===== src/rtl/key_scan_arbiter_if.sv =====
// Key scanner bundle: raw key pins in, debounced levels and key events out.
interface key_scan_arbiter_if #(
    parameter int KEY_NUM = 4,
    parameter int IDX_W   = 2
);
    logic [KEY_NUM-1:0] key_in;
    logic               key_flag;
    logic [IDX_W-1:0]   key_id;
    logic               key_rel;
    logic [KEY_NUM-1:0] key_state;
    logic               busy;

    modport master (
        output key_in,
        input  key_flag, key_id, key_rel, key_state, busy
    );

    modport slave (
        input  key_in,
        output key_flag, key_id, key_rel, key_state, busy
    );
endinterface


===== src/rtl/key_scan_arbiter.sv =====
// Round-robin debouncer sharing one counter among KEY_NUM keys.
// Define KEY_RELEASE_EVT_EN to also report releases (key_rel=1).
module key_scan_arbiter #(
    parameter int               KEY_NUM = 4,
    parameter int               IDX_W   = 2,
    parameter int               CNT_W   = 20,
    parameter logic [CNT_W-1:0] CNT_MAX = 20'd999_999
) (
    input logic               sys_clk,
    input logic               sys_rst,
    key_scan_arbiter_if.slave kif
);
    typedef enum logic [1:0] {
        SCAN,
        FILTER,
        COMMIT
    } state_t;

    localparam logic [IDX_W-1:0] PTR_LAST = IDX_W'(KEY_NUM - 1);
    localparam logic [CNT_W-1:0] CNT_LAST = CNT_MAX - 1'b1;

    state_t             state;
    logic [KEY_NUM-1:0] meta;
    logic [KEY_NUM-1:0] syn;
    logic [KEY_NUM-1:0] key_state_q;
    logic [IDX_W-1:0]   ptr;
    logic [IDX_W-1:0]   own_id;
    logic [CNT_W-1:0]   cnt;
    logic               key_flag_q;
    logic [IDX_W-1:0]   key_id_q;
    logic               key_rel_q;
    logic               busy_q;
    logic               new_lvl;

    assign new_lvl       = ~key_state_q[own_id];
    assign kif.key_flag  = key_flag_q;
    assign kif.key_id    = key_id_q;
    assign kif.key_rel   = key_rel_q;
    assign kif.key_state = key_state_q;
    assign kif.busy      = busy_q;

    always_ff @(posedge sys_clk) begin
        if (sys_rst) begin
            meta <= '1;
            syn  <= '1;
        end else begin
            meta <= kif.key_in;
            syn  <= meta;
        end
    end

    // Levels, not edges, are compared, so a key that waits for its grant
    // is still seen as changed when the scanner reaches it.
    always_ff @(posedge sys_clk) begin
        if (sys_rst) begin
            state       <= SCAN;
            ptr         <= '0;
            own_id      <= '0;
            cnt         <= '0;
            key_state_q <= '1;
            key_flag_q  <= 1'b0;
            key_id_q    <= '0;
            key_rel_q   <= 1'b0;
            busy_q      <= 1'b0;
        end else begin
            key_flag_q <= 1'b0;
            unique case (state)
                SCAN: begin
                    ptr <= (ptr == PTR_LAST) ? '0 : ptr + 1'b1;
                    if (syn[ptr] != key_state_q[ptr]) begin
                        own_id <= ptr;
                        cnt    <= '0;
                        state  <= FILTER;
                        busy_q <= 1'b1;
                    end
                end
                FILTER: begin
                    if (syn[own_id] == key_state_q[own_id]) begin
                        cnt    <= '0;
                        state  <= SCAN;
                        busy_q <= 1'b0;
                    end else if (cnt == CNT_LAST) begin
                        state <= COMMIT;
                    end else begin
                        cnt <= cnt + 1'b1;
                    end
                end
                COMMIT: begin
                    key_state_q[own_id] <= new_lvl;
                    cnt                 <= '0;
                    state               <= SCAN;
                    busy_q              <= 1'b0;
`ifdef KEY_RELEASE_EVT_EN
                    key_flag_q <= 1'b1;
                    key_id_q   <= own_id;
                    key_rel_q  <= new_lvl;
`else
                    if (!new_lvl) begin
                        key_flag_q <= 1'b1;
                        key_id_q   <= own_id;
                    end
                    key_rel_q <= 1'b0;
`endif
                end
                default: begin
                    state  <= SCAN;
                    busy_q <= 1'b0;
                end
            endcase
        end
    end
endmodule


===== src/flat_wrapper.sv =====
// flat-port wrapper written by rule: the top's interface ports become plain ports
module key_scan_arbiter_flat 
#(
    parameter int               KEY_NUM = 4,
    parameter int               IDX_W   = 2,
    parameter int               CNT_W   = 20,
    parameter logic [CNT_W-1:0] CNT_MAX = 20'd999_999
)
  (sys_clk, sys_rst, kif_key_in, kif_key_flag, kif_key_id, kif_key_rel, kif_key_state, kif_busy);
  key_scan_arbiter_if #(.KEY_NUM(KEY_NUM), .IDX_W(IDX_W)) kif_i ();
  input logic sys_clk;
  input logic sys_rst;
  input wire logic [$bits(kif_i.key_in)-1:0] kif_key_in;
  output wire logic [$bits(kif_i.key_flag)-1:0] kif_key_flag;
  output wire logic [$bits(kif_i.key_id)-1:0] kif_key_id;
  output wire logic [$bits(kif_i.key_rel)-1:0] kif_key_rel;
  output wire logic [$bits(kif_i.key_state)-1:0] kif_key_state;
  output wire logic [$bits(kif_i.busy)-1:0] kif_busy;
  assign kif_i.key_in = kif_key_in;
  assign kif_key_flag = kif_i.key_flag;
  assign kif_key_id = kif_i.key_id;
  assign kif_key_rel = kif_i.key_rel;
  assign kif_key_state = kif_i.key_state;
  assign kif_busy = kif_i.busy;
  key_scan_arbiter #(.KEY_NUM(KEY_NUM), .IDX_W(IDX_W), .CNT_W(CNT_W), .CNT_MAX(CNT_MAX)) u_core (.sys_clk(sys_clk), .sys_rst(sys_rst), .kif(kif_i));
endmodule

===== config.mk =====
export PLATFORM = sky130hd
export DESIGN_NAME = key_scan_arbiter_flat
export DESIGN_NICKNAME = d
export VERILOG_FILES = /design/src/rtl/key_scan_arbiter_if.sv /design/src/rtl/key_scan_arbiter.sv /design/src/flat_wrapper.sv
export SDC_FILE = /design/constraint.sdc
export NUM_CORES = 1
export LEC_CHECK = 0
export CAP_MARGIN = 20
export CORE_UTILIZATION = 35
export DETAILED_ROUTE_END_ITERATION = 8
export SYNTH_ARGS = -nofsm -noshare
export SYNTH_HDL_FRONTEND = slang
export SYNTH_SLANG_ARGS = --single-unit

===== constraint.sdc =====
create_clock -name sys_clk -period 3.01 [get_ports sys_clk]
set_clock_uncertainty 0.2 [all_clocks]
set_input_delay 0.602 -clock sys_clk [delete_from_list [all_inputs] [get_ports sys_clk]]
set_output_delay 0.602 -clock sys_clk [all_outputs]
set_load 0.01 [all_outputs]

# Word level (Yosys, flattened, before mapping)
# Index checks and enable logic that the tools add are counted.
op_classes:
  n_addsub: 2
  magnitude_cmp: 3
  n_eq_ne: 10
  mux: 24
  bitwise_logic: 2
  n_reduce_logical: 9
op_table:
  columns: ["op", "count"]
  rows:
  - ["two-way mux 20 bit", 3]
  - ["case mux 20 bit (3 select lines)", 1]
  - ["adder 20 x 1 -> 20 bit, second input constant", 1]
  - ["equality test 20 bit, second input constant", 1]
  - ["binary-select mux 1 bit (select 2 bit)", 4]
  - ["two-way mux 1 bit", 8]
  - ["two-way mux 2 bit", 4]
  - ["AND reduction 2 bit", 4]
  - ["less-than comparator 2 x 3 -> 1 bit, second input constant", 2]
  - ["bitwise mux 4 bit", 1]
  - ["equality test 2 bit, second input constant", 2]
  - ["inequality test 2 x 1 -> 1 bit, second input constant", 2]
  - ["case mux 2 bit (2 select lines)", 1]
  - ["inequality test 3 x 1 -> 1 bit, second input constant", 1]
  - ["inequality test 3 x 2 -> 1 bit, second input constant", 1]
  - ["AND reduction 3 bit", 1]
  - ["nonzero test 3 bit", 1]
  - ["adder 2 x 1 -> 2 bit, second input constant", 1]
  - ["demux 1 bit (select 2 bit)", 1]
  - ["equality test 2 x 1 -> 1 bit, second input constant", 1]
  - [">= comparator 2 x 1 -> 1 bit, second input constant", 1]
  - ["zero test 2 bit", 1]
  - ["inverter 1 bit", 2]
  - ["case mux 1 bit (2 select lines)", 1]
  - ["4 further kinds", 4]
word_totals:
  register_bits: 42
  output_inout_bits: 9

# Longest topological paths before layout
depth:
  word_depth: 5
  depth_mapped: 8
  depth_no_buf: 7

# Worst setup path after synthesis
# Ideal clock, no wire load.
synth_path:
  kind: "reg-to-reg"
  from: "register u_core.own_id[0]"
  to: "register u_core.cnt[1]"
  arrival_time_ns: 2.060
  path_slack_ns: 0.679
  path_stages_with_launch: 8
  n_path_buf: 2
  period_less_slack_ns: 2.331
  cell_sequence: "dfxtp_1 buf_6 mux4_2 xnor2_4 or2_1 clkbuf_1 or4_1 a21oi_1"
synth_between:
  elab_chain_cells: 5
synth_rtl:
  columns: ["item", "line_no", "source"]
  rows:
  - ["start: declaration", "key_scan_arbiter.sv:27", "logic [IDX_W-1:0] own_id;"]
  - ["start signal: assignment", "key_scan_arbiter.sv:71", "own_id <= ptr;"]
  - ["binary-select mux 1 bit (select 2 bit)", "key_scan_arbiter.sv:78", "if (syn[own_id] == key_state_q[own_id]) begin"]
  - ["two-way mux 1 bit (implied by the code)", "key_scan_arbiter.sv:78", null]
  - ["equality test 1 bit (*)", "key_scan_arbiter.sv:78", null]
  - ["inequality test 3 x 2 -> 1 bit (no source line) / two-way mux 20 bit (equally long branches)", null, null]
  - ["AND reduction 3 bit (no source line) / case mux 20 bit (3 select lines) (equally long branches)", null, null]
  - ["end signal: assignment", "key_scan_arbiter.sv:85", "cnt <= cnt + 1'b1;"]
  - ["end: declaration", "key_scan_arbiter.sv:28", "logic [CNT_W-1:0] cnt;"]
# Every way passes the cells marked *; elsewhere a longest branch is shown, timed or not. The select of a mux whose other input is x is not followed.
# A chain may end at the register's enable or synchronous reset.

# Final worst setup path
layout_path:
  from: "register u_core.own_id[0]"
  to: "register u_core.cnt[9]"
# The elaborated chain is that of the path after synthesis.

==> flow_summary_export.csv <==
group,metric,value,unit
detailed_routing,dr.first_iter.drc_count,197,
grt,grt_usage,17.34,%
pwr,p_switching,0.2874,mW
worst_setup_path,reg2reg_from,"u_core.own_id[0]$_SDFFE_PP0P_",
floorplanning,die_w,79.78,µm
clock_tree,cts.sinks,42,
floorplanning,boundaryPins,15,
worst_hold_path,min_path_type,"register to register",
logic_synthesis,synth.distinct_cells,44,
pwr,peakVddDrop,0.0002210,V
worst_setup_path,critPathMaxFanout,10,
timing,setup_viol,0,
worst_setup_path,reg2reg_to,"u_core.cnt[9]$_SDFFE_PP0P_",
detailed_routing,viasPerCell,5.780,
detailed_routing,num_vias,1896,
clock_tree,cts_setup_buffers,0,
logic_synthesis,synth.most_common_cell,"dfxtp_1",
pwr,p_int,0.7837,mW
timing,relSlewSlack,39.25,%
grt,grt_max_degree,21,
timing,finalSetupTns,0,ns
worst_setup_path,critPathKind,"register to register",
clock_tree,cts_root_buf,"clkbuf_8",
logic_synthesis,yosys.area.top_type,"dfxtp_1",
grt,grt_overflow,0,
logic_synthesis,netlist_area,2117,µm²
logic_synthesis,ys_ff_latch,42,
timing,slew_viol_final,0,
pwr,power_frac_comb,10.1,%
detailed_routing,remaining_drc_errors,0,
layout,insertedDiodeCount,0,
clock_tree,cts_tree,"yes",
timing,fmax,372.7,MHz
layout,final_nets,264,
logic_synthesis,netlist.area_leader.share,39.72,%
detailed_routing,postRouteAntennaNets,0,
clock_tree,cts_resized,0,
pwr,power_leakage,0.7376,nW
worst_hold_path,min_path_cells,1,
logic_synthesis,synth.avg_cell_area,8.748,µm²
clock_tree,cts_buffers,5,
worst_setup_path,reg2regPathDepth,6,
timing,rsz0062_at_grt,"no",
run,maxCapViolCount,0,
logic_synthesis,synth_edf_count,0,
timing,worst_pin_slew,0.9052,ns
place,dp_hpwl,3628,µm
timing,hold_viol,0,
pwr,swShare,26.83,%
logic_synthesis,yosysSeqAreaShare,39.72,%
worst_setup_path,crit_arrival,2.67,ns
grt,grt_first_pass_wirelength,8535,µm
worst_setup_path,crit_required,3.00,ns
detailed_routing,avgRoutedWirePerCell,15.42,µm
pwr,pwr_density_cell,442.8,nW/µm²
worst_hold_path,hold_start,"u_core.meta[2]$_SDFF_PP1_",
worst_setup_path,r2r_slack,0.33,ns
clock_tree,clk_pin_slew,0.09,ns
timing,period_share,89.14,%
logic_synthesis,synthCells,242,
logic_synthesis,syn-num-nets,251,
outcome,outcome,"finished, final reports clean",
logic_synthesis,synth-async-reset-ratio,0,%
detailed_routing,dr.pass1.iters,4,
floorplanning,initial_core_util,37.30,%
clock_tree,htree_levels,2,
timing,period_needed,2.683,ns
logic_synthesis,synthFlopType,"dfxtp_1",
grt,antenna_found_initial,0,
logic_synthesis,synth_area_leaders,"dfxtp_1, nand3_1, nand2_1, o311ai_0, or2_2",
clock_tree,postCtsHoldBufs,0,
clock_tree,insertion_delay,0.30,ns
place,io_buffers,13,
worst_setup_path,end_kind,"register",
pwr,clockPowerShare,35.4,%
pwr,p_total,1.071,mW
logic_synthesis,yosysWarningCount,0,
worst_hold_path,holdPathEnd,"u_core.syn[2]$_SDFF_PP1_",
detailed_routing,drt_wl_total,5059,µm
floorplanning,die_h,79.78,µm
worst_setup_path,start_kind,"register",
floorplanning,dieArea,6364,µm²
floorplanning,core-area,5675,µm²
logic_synthesis,ys_top_cells_by_count,"dfxtp_1, nand2_1, nand3_1",
pwr,pwr-share-seq,54.5,%
layout,syn2layout_area_growth,14.24,%
grt,grt_pass1_vias,1746,
place,routabilityCongestion,0.8922,
layout,layout-drive-gt1-share,12.50,%
floorplanning,rows,27,
clock_tree,cts_buffer_depth,2,
==> cell usage in the layout, fill, tap and decap left out, types with 7 or more instances in the layout <==
cell             instances
a21oi_1                 12
buf_4                    8
clkdlybuf4s50_1         13
dfxtp_1                 42
inv_1                   11
nand2_1                 25
nand3_1                 21
nand4_1                  7
nor2_1                   8
nor3_1                   8
o311ai_0                 8
or2_2                   11
==> worst max-delay path, stage by stage (launching register included) <==
cell and delay (ns):
dfxtp_1 0.53, mux4_2 0.64, xnor2_4 0.21, buf_4 0.19
nor3_1 0.21, nand2_1 0.21, o41ai_1 0.39
==> cell families after synthesis <==
group,Yosys count,share of synthesized area (%)
simple gates,101,25.18
compound gates,58,20.39
flops,42,39.72
buf+inv,26,5.378
xor+xnor,8,4.196
fa+ha+maj,3,1.773
mux,3,3.191
other cells,1,0.1771
==> per-layer routing <==
metal  wire (µm)  share of wire (%)  track usage [%]  up-vias
met5           0                  0                0        -
met4          79                1.6            8.214        0
met3         281                5.6            3.086        8
met2        2355                 47            26.84       75
met1        2343                 46            23.26      877
li1            -                  -                -      936
==> worst max path at each step <==
stage / start / end / slack, ns / depth (start not counted)
after detailed placement: u_core.own_id[0]$_SDFFE_PP0P_ / u_core.cnt[9]$_SDFFE_PP0P_ / 0.35 / 6
after global routing: u_core.own_id[0]$_SDFFE_PP0P_ / u_core.cnt[9]$_SDFFE_PP0P_ / 0.20 / 6
after CTS: u_core.own_id[0]$_SDFFE_PP0P_ / u_core.cnt[9]$_SDFFE_PP0P_ / 0.35 / 6
after floorplan: u_core.own_id[0]$_SDFFE_PP0P_ / u_core.cnt[1]$_SDFFE_PP0P_ / 0.68 / 7
after global placement: u_core.cnt[0]$_SDFFE_PP0P_ / u_core.cnt[12]$_SDFFE_PP0P_ / 0.41 / 6
final: u_core.own_id[0]$_SDFFE_PP0P_ / u_core.cnt[9]$_SDFFE_PP0P_ / 0.33 / 6
==> power groups by stage <==
stage	clock network (mW)	logic, mW	registers (mW)
floorplan	0	0.0807	0.592
global placement	0	0.105	0.596
detailed placement	0	0.107	0.597
CTS	0.397	0.108	0.584
global route	0.421	0.119	0.587
finish	0.379	0.108	0.584
==> per-stage QoR <==
| step | instances | hold slack (ns) | setup WS, ns | util, % | instance area [µm²] |
|---|---|---|---|---|---|
| after floorplan | 242 | 0.1895 | 0.6793 | - | 2117 |
| after global placement | 320 | 0.1908 | 0.4093 | 40.96 | 2325 |
| after detailed placement | 320 | 0.1932 | 0.3491 | 40.96 | 2325 |
| after CTS | 328 | 0.2165 | 0.3494 | 42.61 | 2419 |
| after global routing | 328 | 0.2261 | 0.2040 | 42.61 | 2419 |
| final | 328 | 0.2143 | 0.3270 | 42.61 | 2419 |
==> final cells by class <==
cell class | instances | area, µm²
Fill cell | 582 | 3257
Multi-Input combinational cell | 174 | 1162
Sequential cell | 42 | 840.8
Timing Repair Buffer | 21 | 190.2
Tap cell | 72 | 90.09
Clock buffer | 5 | 68.82
Inverter | 11 | 41.29
Clock inverter | 3 | 25.02
==> sequential cells by signal (all words and copies together), names as in the netlist, 2 cells and up <==
name and count:
u_core.cnt 20, u_core.kif.key_id 2, u_core.kif.key_state 4, u_core.meta 4, u_core.own_id 2, u_core.ptr 2, u_core.state 2, u_core.syn 4
No activity file was read; power rests on OpenSTA's default activity.
